--- config.mk ---
export PLATFORM = sky130hd
export DESIGN_NAME = project_switch_sequencer_flat
export DESIGN_NICKNAME = d
export VERILOG_FILES = /design/src/rtl/project_switch_sequencer_if.sv /design/src/rtl/project_switch_sequencer.sv /design/src/flat_wrapper.sv
export SDC_FILE = /design/constraint.sdc
export NUM_CORES = 1
export LEC_CHECK = 0
export CORE_MARGIN = 8
export CORE_UTILIZATION = 55
export DETAILED_ROUTE_END_ITERATION = 10
export GPL_TIMING_DRIVEN = 1
export HOLD_SLACK_MARGIN = 0.1
export PLACE_DENSITY = 0.81
export SETUP_SLACK_MARGIN = 0.5
export SLEW_MARGIN = 20
export SYNTH_ARGS = -nofsm -noshare
export SYNTH_HDL_FRONTEND = slang
export SYNTH_SLANG_ARGS = --single-unit
--- constraint.sdc ---
create_clock -name wb_clk_i -period 6.74 [get_ports wb_clk_i]
set_input_delay 1.348 -clock wb_clk_i [delete_from_list [all_inputs] [get_ports wb_clk_i]]
set_output_delay 1.348 -clock wb_clk_i [all_outputs]
set_load 0.01 [all_outputs]
--- src/rtl/project_switch_sequencer_if.sv ---
// Wishbone slave bus bundle for the project switch sequencer.
// The master modport is the harness/CPU side; the slave modport is the controller.
interface project_switch_sequencer_if;
   logic        wbs_stb_i;
   logic        wbs_cyc_i;
   logic        wbs_we_i;
   logic [3:0]  wbs_sel_i;
   logic [31:0] wbs_adr_i;
   logic [31:0] wbs_dat_i;
   logic        wbs_ack_o;
   logic [31:0] wbs_dat_o;

   modport master (
      output wbs_stb_i, wbs_cyc_i, wbs_we_i, wbs_sel_i, wbs_adr_i, wbs_dat_i,
      input  wbs_ack_o, wbs_dat_o
   );

   modport slave (
      input  wbs_stb_i, wbs_cyc_i, wbs_we_i, wbs_sel_i, wbs_adr_i, wbs_dat_i,
      output wbs_ack_o, wbs_dat_o
   );
endinterface

--- src/rtl/project_switch_sequencer.sv ---
// Owns the active-project select and runs the blank/reset/release sequence
// around every project change, with optional timed auto-rotation.
module project_switch_sequencer #(
   parameter logic [31:0] BASE_ADDR    = 32'h30000800,
   parameter int unsigned NUM_PROJECTS = 5,
   parameter logic [15:0] GUARD_RESET  = 16'd16
) (
   input  logic                         wb_clk_i,
   input  logic                         wb_rst_i,
   project_switch_sequencer_if.slave    wbs,
   output logic [7:0]                   active_project,
   output logic                         oeb_force,
   output logic                         project_rst,
   output logic                         busy
);

   typedef enum logic [1:0] {S_IDLE, S_DRAIN, S_SETTLE, S_RELEASE} state_t;

   state_t      state_q, state_d;
   logic [15:0] phase_q, phase_d;
   logic [15:0] g_q, g_d;
   logic [7:0]  tgt_q, tgt_d;
   logic [7:0]  active_q, active_d;
   logic        pend_valid_q, pend_valid_d;
   logic [7:0]  pend_tgt_q, pend_tgt_d;
   logic        err_q, err_d;
   logic [15:0] guard_q, guard_d;
   logic        rot_en_q, rot_en_d;
   logic [23:0] dwell_q, dwell_d;
   logic [23:0] rot_cnt_q, rot_cnt_d;
   logic        ack_q, ack_d;
   logic [31:0] dat_o_q, dat_o_d;
   logic        oeb_q, oeb_d;
   logic        prst_q, prst_d;
   logic        busy_q, busy_d;

   logic        access, in_win, wr, rd;
   logic [31:0] off;
   logic [1:0]  reg_sel;
   logic        req_wr, req_legal, guard_wr, rot_wr, rot_fire;
   logic [15:0] guard_eff;
   logic [7:0]  next_proj;
   logic [31:0] rdata;

   always_comb begin
      access    = wbs.wbs_cyc_i & wbs.wbs_stb_i & ~ack_q;
      off       = wbs.wbs_adr_i - BASE_ADDR;
      in_win    = off < 32'd12;
      reg_sel   = off[3:2];
      wr        = access & in_win & wbs.wbs_we_i;
      rd        = access & in_win & ~wbs.wbs_we_i;
      req_wr    = wr & (reg_sel == 2'd0) & wbs.wbs_sel_i[0];
      req_legal = req_wr & ({24'd0, wbs.wbs_dat_i[7:0]} < NUM_PROJECTS);
      guard_wr  = wr & (reg_sel == 2'd1) & (&wbs.wbs_sel_i[1:0]);
      rot_wr    = wr & (reg_sel == 2'd2) & (&wbs.wbs_sel_i);
      guard_eff = (guard_q == '0) ? 16'd1 : guard_q;
      next_proj = (32'(active_q) == NUM_PROJECTS - 1) ? '0 : active_q + 8'd1;
      // A same-cycle legal host request takes priority over the rotation trigger.
      rot_fire  = (state_q == S_IDLE) & rot_en_q & (dwell_q != '0) &
                  (rot_cnt_q == dwell_q - 24'd1) & ~req_legal;
      case (reg_sel)
         2'd0:    rdata = {14'd0, err_q, busy_q, pend_valid_q ? pend_tgt_q : 8'hFF, active_q};
         2'd1:    rdata = {16'd0, guard_q};
         2'd2:    rdata = {dwell_q, 7'd0, rot_en_q};
         default: rdata = '0;
      endcase
   end

   always_comb begin
      state_d      = state_q;
      phase_d      = phase_q;
      g_d          = g_q;
      tgt_d        = tgt_q;
      active_d     = active_q;
      pend_valid_d = pend_valid_q;
      pend_tgt_d   = pend_tgt_q;
      err_d        = err_q;
      guard_d      = guard_q;
      rot_en_d     = rot_en_q;
      dwell_d      = dwell_q;

      case (state_q)
         S_IDLE: begin
            if (pend_valid_q || rot_fire) begin
               state_d      = S_DRAIN;
               g_d          = guard_eff;
               phase_d      = guard_eff - 16'd1;
               tgt_d        = pend_valid_q ? pend_tgt_q : next_proj;
               pend_valid_d = 1'b0;
            end
         end
         S_DRAIN: begin
            if (phase_q == '0) begin
               state_d  = S_SETTLE;
               phase_d  = g_q - 16'd1;
               active_d = tgt_q;
            end else begin
               phase_d = phase_q - 16'd1;
            end
         end
         S_SETTLE: begin
            if (phase_q == '0) state_d = S_RELEASE;
            else               phase_d = phase_q - 16'd1;
         end
         default: state_d = S_IDLE;
      endcase

      // A new request written while one is being launched replaces the pending slot.
      if (req_wr) begin
         if (req_legal) begin
            pend_valid_d = 1'b1;
            pend_tgt_d   = wbs.wbs_dat_i[7:0];
            err_d        = 1'b0;
         end else begin
            err_d = 1'b1;
         end
      end
      if (guard_wr) guard_d = wbs.wbs_dat_i[15:0];
      if (rot_wr) begin
         rot_en_d = wbs.wbs_dat_i[0];
         dwell_d  = wbs.wbs_dat_i[31:8];
      end

      rot_cnt_d = ((state_q == S_IDLE) && (state_d == S_IDLE) && rot_en_q &&
                   (dwell_q != '0) && !req_legal && !rot_wr) ? rot_cnt_q + 24'd1 : '0;

      busy_d  = state_d != S_IDLE;
      oeb_d   = state_d != S_IDLE;
      prst_d  = (state_d == S_DRAIN) || (state_d == S_SETTLE);
      ack_d   = access & in_win;
      dat_o_d = rd ? rdata : '0;
   end

   always_ff @(posedge wb_clk_i or posedge wb_rst_i) begin
      if (wb_rst_i) begin
         state_q      <= S_IDLE;
         phase_q      <= '0;
         g_q          <= 16'd1;
         tgt_q        <= '0;
         active_q     <= '0;
         pend_valid_q <= 1'b0;
         pend_tgt_q   <= '0;
         err_q        <= 1'b0;
         guard_q      <= GUARD_RESET;
         rot_en_q     <= 1'b0;
         dwell_q      <= '0;
         rot_cnt_q    <= '0;
         ack_q        <= 1'b0;
         dat_o_q      <= '0;
         oeb_q        <= 1'b0;
         prst_q       <= 1'b0;
         busy_q       <= 1'b0;
      end else begin
         state_q      <= state_d;
         phase_q      <= phase_d;
         g_q          <= g_d;
         tgt_q        <= tgt_d;
         active_q     <= active_d;
         pend_valid_q <= pend_valid_d;
         pend_tgt_q   <= pend_tgt_d;
         err_q        <= err_d;
         guard_q      <= guard_d;
         rot_en_q     <= rot_en_d;
         dwell_q      <= dwell_d;
         rot_cnt_q    <= rot_cnt_d;
         ack_q        <= ack_d;
         dat_o_q      <= dat_o_d;
         oeb_q        <= oeb_d;
         prst_q       <= prst_d;
         busy_q       <= busy_d;
      end
   end

   assign wbs.wbs_ack_o  = ack_q;
   assign wbs.wbs_dat_o  = dat_o_q;
   assign active_project = active_q;
   assign oeb_force      = oeb_q;
   assign project_rst    = prst_q;
   assign busy           = busy_q;

endmodule
--- src/flat_wrapper.sv ---
// flat-port wrapper written by rule: the top's interface ports become plain ports
module project_switch_sequencer_flat 
#(
   parameter logic [31:0] BASE_ADDR    = 32'h30000800,
   parameter int unsigned NUM_PROJECTS = 5,
   parameter logic [15:0] GUARD_RESET  = 16'd16
)
  (wb_clk_i, wb_rst_i, active_project, oeb_force, project_rst, busy, wbs_wbs_stb_i, wbs_wbs_cyc_i, wbs_wbs_we_i, wbs_wbs_sel_i, wbs_wbs_adr_i, wbs_wbs_dat_i, wbs_wbs_ack_o, wbs_wbs_dat_o);
  project_switch_sequencer_if wbs_i ();
  input  logic wb_clk_i;
  input  logic wb_rst_i;
  output logic [7:0] active_project;
  output logic oeb_force;
  output logic project_rst;
  output logic busy;
  input wire logic [$bits(wbs_i.wbs_stb_i)-1:0] wbs_wbs_stb_i;
  input wire logic [$bits(wbs_i.wbs_cyc_i)-1:0] wbs_wbs_cyc_i;
  input wire logic [$bits(wbs_i.wbs_we_i)-1:0] wbs_wbs_we_i;
  input wire logic [$bits(wbs_i.wbs_sel_i)-1:0] wbs_wbs_sel_i;
  input wire logic [$bits(wbs_i.wbs_adr_i)-1:0] wbs_wbs_adr_i;
  input wire logic [$bits(wbs_i.wbs_dat_i)-1:0] wbs_wbs_dat_i;
  output wire logic [$bits(wbs_i.wbs_ack_o)-1:0] wbs_wbs_ack_o;
  output wire logic [$bits(wbs_i.wbs_dat_o)-1:0] wbs_wbs_dat_o;
  assign wbs_i.wbs_stb_i = wbs_wbs_stb_i;
  assign wbs_i.wbs_cyc_i = wbs_wbs_cyc_i;
  assign wbs_i.wbs_we_i = wbs_wbs_we_i;
  assign wbs_i.wbs_sel_i = wbs_wbs_sel_i;
  assign wbs_i.wbs_adr_i = wbs_wbs_adr_i;
  assign wbs_i.wbs_dat_i = wbs_wbs_dat_i;
  assign wbs_wbs_ack_o = wbs_i.wbs_ack_o;
  assign wbs_wbs_dat_o = wbs_i.wbs_dat_o;
  project_switch_sequencer #(.BASE_ADDR(BASE_ADDR), .NUM_PROJECTS(NUM_PROJECTS), .GUARD_RESET(GUARD_RESET)) u_core (.wb_clk_i(wb_clk_i), .wb_rst_i(wb_rst_i), .wbs(wbs_i), .active_project(active_project), .oeb_force(oeb_force), .project_rst(project_rst), .busy(busy));
endmodule
==> impl_results.md <==
- Outcome: finished clean
- Initial core utilization: about 55%
- Syn_area_per_cell: 9.68 sq um
- Cts bufs inserted: 17
- Crit-path max cell delay: between 0.5 and 0.6 ns
- Seq cells post-synth: 160
- Top FF cell, synth: dfrtp_1
- Number of post-CTS setup repair buffers: 0
- # H-tree levels: 4
- Fmax: 0.188 GHz
- Fillers: between 1,000 and 1,500
- Hold Buf Count CTS: 0
- Routed WL: between 20,000 and 25,000 microns
- Clock skew: about 0.010 ns
- FF-to-FF path depth: 12
- Hold WS: 0.466 ns
- Footprint of the multi-input gates: about 4700 sq um
- GR Util met3: 5.48%
- Finished Cell Area: 11,000 sq um
- Final period util: 78.7%
- Dpl cells: 1,241
- VDD IR max: a little over 200 uV
- CTS tree: yes
- RSZ-0062 raised after global routing: false
- Die H: 144 microns
- Routability Congestion: between 0.9 and 1
- Final design utilization: 67.5%
- Synth-to-Final Area Change: 21.8%
- CP delay by family, top: compound AO/OA/AOI/OAI gates
- Worst-Margin Slew: 1.00 ns
- Die ar.: 20,800 sq um
- Yosys warns: 0
- Slew Limit Fails: 0
- Critical Path RT: between 7 and 8 ns
- First-pass DRT Iterations: 5
- Post-cts resize count: 0
- Iter 0 DRT Violations: 669
- GRT Total Usage: 24.1%
- Worst slack, placed: 1.08 ns
- DP Wirelength: 17,500 microns
- Vias per inst: 5.99
- Vias in the first global route: ~7,600
- I/O Buffers: 114
- Power density cells: between 150 and 200 nW/um^2
- Row count: between 40 and 50
- Mapped cell area: ~9000 sq um
- Residual DRC count: 0
- GR met2 Demand/Resource: 40.6%
- Area taken by flip-flops and latches: 4010 sq um
- Avg WL per Cell: 18.9 microns
- GRT Residual Overflow: 0
- Crit-path cells: clkdlybuf4s50_1 -> nor3_1 -> a41oi_1 -> a2111oi_0 -> o21ai_0 -> nor4_2 -> nor2_1 -> a31oi_1 -> nand2_1 -> a21o_1 -> ha_1 -> nand3_1 -> buf_4 -> nor2_1
- Non-filler cells, final: 1,274
- TNS Setup: 0 ns
- Clock Latency Late Sink: 0.43 ns
- Max Root-Sink Buffers: 2
- CTS sink count: 160
- Crit path launch type: input pin
- Final setup fails: 0
- Syn Inst Count: slightly above 900
- Post-synth EDFFs: 0
- Tot Pwr: 2.08 mW
- Pin count of the biggest net entering global routing: 103
- Most frequent CP cell: nor2_1
- Layout net count: 1,128
- Root Buffer Master: clkbuf_16
- Crit path depth: 14
- Asr flop ratio synth: 100%
- Hold Crit Depth: 2
- Clock Pin Slew Worst Setup and Hold Paths: 0.07 ns
- Max-slew headroom: 32.8%
- CP Class: input pin to flop
- Synth cell types: 71
- Die W: 144 microns
- Final Hold Fails: 0
- Number of antenna-violating nets in the routed design: 0
- Leakage: 4.89 nW
- Worst-path maximum fanout: 24
- Worst EP arrival: approximately 5.6 ns
- CP Buf/Inv Count: 2
- Routed vias: roughly 7,600
- Met1 usage: 29.0%
- Synth Net Count: slightly above 1,000
- Grt peak-use layer: met2
- Layout cell share with drive strength beyond 1: between 10 and 15%
- Initial antenna violation count: 1
- First-pass GRT wire length: about 40,000 microns
- CP endpoint kind: flop
- Min cycle time layout: 5.31 ns
- Max-Cap Viols: 0
- Slowest stage cell, crit path: a2111oi_0
- Post-route setup slack: around 1.4 ns
- Sequential fraction of the synthesis area: 44.4%
- Core area: 16,300 sq um
- Hold WC Path Type: flop to flop
- Top Ports: 117
- Placed cell areas: 10,400 sq um
[registers in the layout, indices dropped and copies added, names as in the netlist]
register,cells
u_core.active_project,8
u_core.dwell_q,24
u_core.err_q,1
u_core.g_q,16
u_core.guard_q,16
u_core.oeb_force,1
u_core.pend_tgt_q,8
u_core.pend_valid_q,1
u_core.phase_q,16
u_core.project_rst,1
u_core.rot_cnt_q,24
u_core.rot_en_q,1
u_core.state_q,2
u_core.tgt_q,8
u_core.wbs.wbs_ack_o,1
u_core.wbs.wbs_dat_o,32
[worst min-delay path: cells and delay by family, from the launching register on]
| kind | cells | cell delay (ns) |
|---|---|---|
| AND/OR/NAND/NOR | 2 | 0.09 |
| flip-flops | 1 | 0.34 |
[kinds of logic (layout without fill, tap and decap cells)]
group                    after synthesis  after routing  synth area share (%)
AND/OR/NAND/NOR                      365            365                  20.9
flip-flops                           160            160                  44.4
AO/OA/AOI/OAI                        158            158                  11.4
XOR/XNOR                              89             89                  8.63
buffers and inverters                 74            194                  3.49
multiplexers                          72             72                  9.23
adder cells (fa/ha/maj)               15             15                  2.08
other                                  0              1                     0
[worst paths after layout]
kind,startpoint,endpoint,slack (ns)
max,wbs_wbs_adr_i[15],u_core.rot_cnt_q[3],1.43
min,u_core.tgt_q[1],u_core.tgt_q[1],0.47
max reg2reg,u_core.dwell_q[5],u_core.rot_cnt_q[3],2.60
min reg2reg,u_core.tgt_q[1],u_core.tgt_q[1],0.47
max in group asynchronous,wb_rst_i,u_core.tgt_q[1],3.95
min in group asynchronous,wb_rst_i,u_core.wbs.wbs_dat_o[16],1.51
[per-layer routing]
layer | wire, microns | part of all wire (%)
met5 | 0 | 0
met4 | 833 | 3.5
met3 | 1460 | 6.1
met2 | 12000 | 50
met1 | 9770 | 41
[where the power goes]
group          switching, mW  internal, mW  total (mW)
clock network          0.432         0.596        1.03
registers      0.00000000111         0.960       0.960
logic                 0.0476        0.0466      0.0941
[final cells by class]
type | count | share of cell area (%)
antenna | 1 | 0.0228
clock buffer | 17 | 3.87
clock inverter | 15 | 1.81
inverter | 38 | 1.34
multi-input combinational | 699 | 43.0
sequential | 160 | 36.4
tap | 220 | 2.50
timing repair buffer | 124 | 11.1
[Yosys cell counts, types with 4 or more instances]
cell type / number / area [sq um]
o21ai_0: 52 / 260
a21oi_1: 22 / 110
or3_1: 12 / 75.1
nor4_1: 26 / 163
o221ai_1: 9 / 78.8
o31ai_1: 8 / 60.1
nor2_1: 87 / 327
a31oi_1: 10 / 62.6
o211ai_1: 5 / 37.5
o22ai_1: 8 / 50.1
a41oi_1: 4 / 35.0
nor2b_1: 7 / 43.8
nand3_1: 29 / 145
mux2i_1: 12 / 120
or4_1: 10 / 75.1
nand4b_1: 4 / 35.0
clkbuf_1: 26 / 97.6
nand4_1: 10 / 62.6
nor3_1: 37 / 185
xnor2_1: 53 / 464
buf_6: 4 / 45.0
mux2_4: 10 / 150
a211oi_1: 8 / 60.1
xor2_1: 36 / 315
mux2_2: 49 / 552
inv_1: 37 / 139
ha_1: 15 / 188
and3_1: 10 / 62.6
a22oi_1: 6 / 45.0
and2_1: 17 / 106
nand2b_1: 12 / 75.1
nand2_1: 78 / 293
nor3b_1: 4 / 30.0
dfrtp_1: 158 / 3950
[layout by cell type (no fill, tap or decap), types with 21 or more instances in the layout]
| cell | instances |
|---|---|
| a21oi_1 | 21 |
| clkdlybuf4s50_1 | 114 |
| dfrtp_1 | 158 |
| inv_1 | 36 |
| mux2_2 | 49 |
| nand2_1 | 78 |
| nand3_1 | 29 |
| nor2_1 | 87 |
| nor3_1 | 37 |
| nor4_1 | 24 |
| o21ai_0 | 52 |
| xnor2_1 | 53 |
| xor2_1 | 36 |
(Power assumes the default switching activity.)
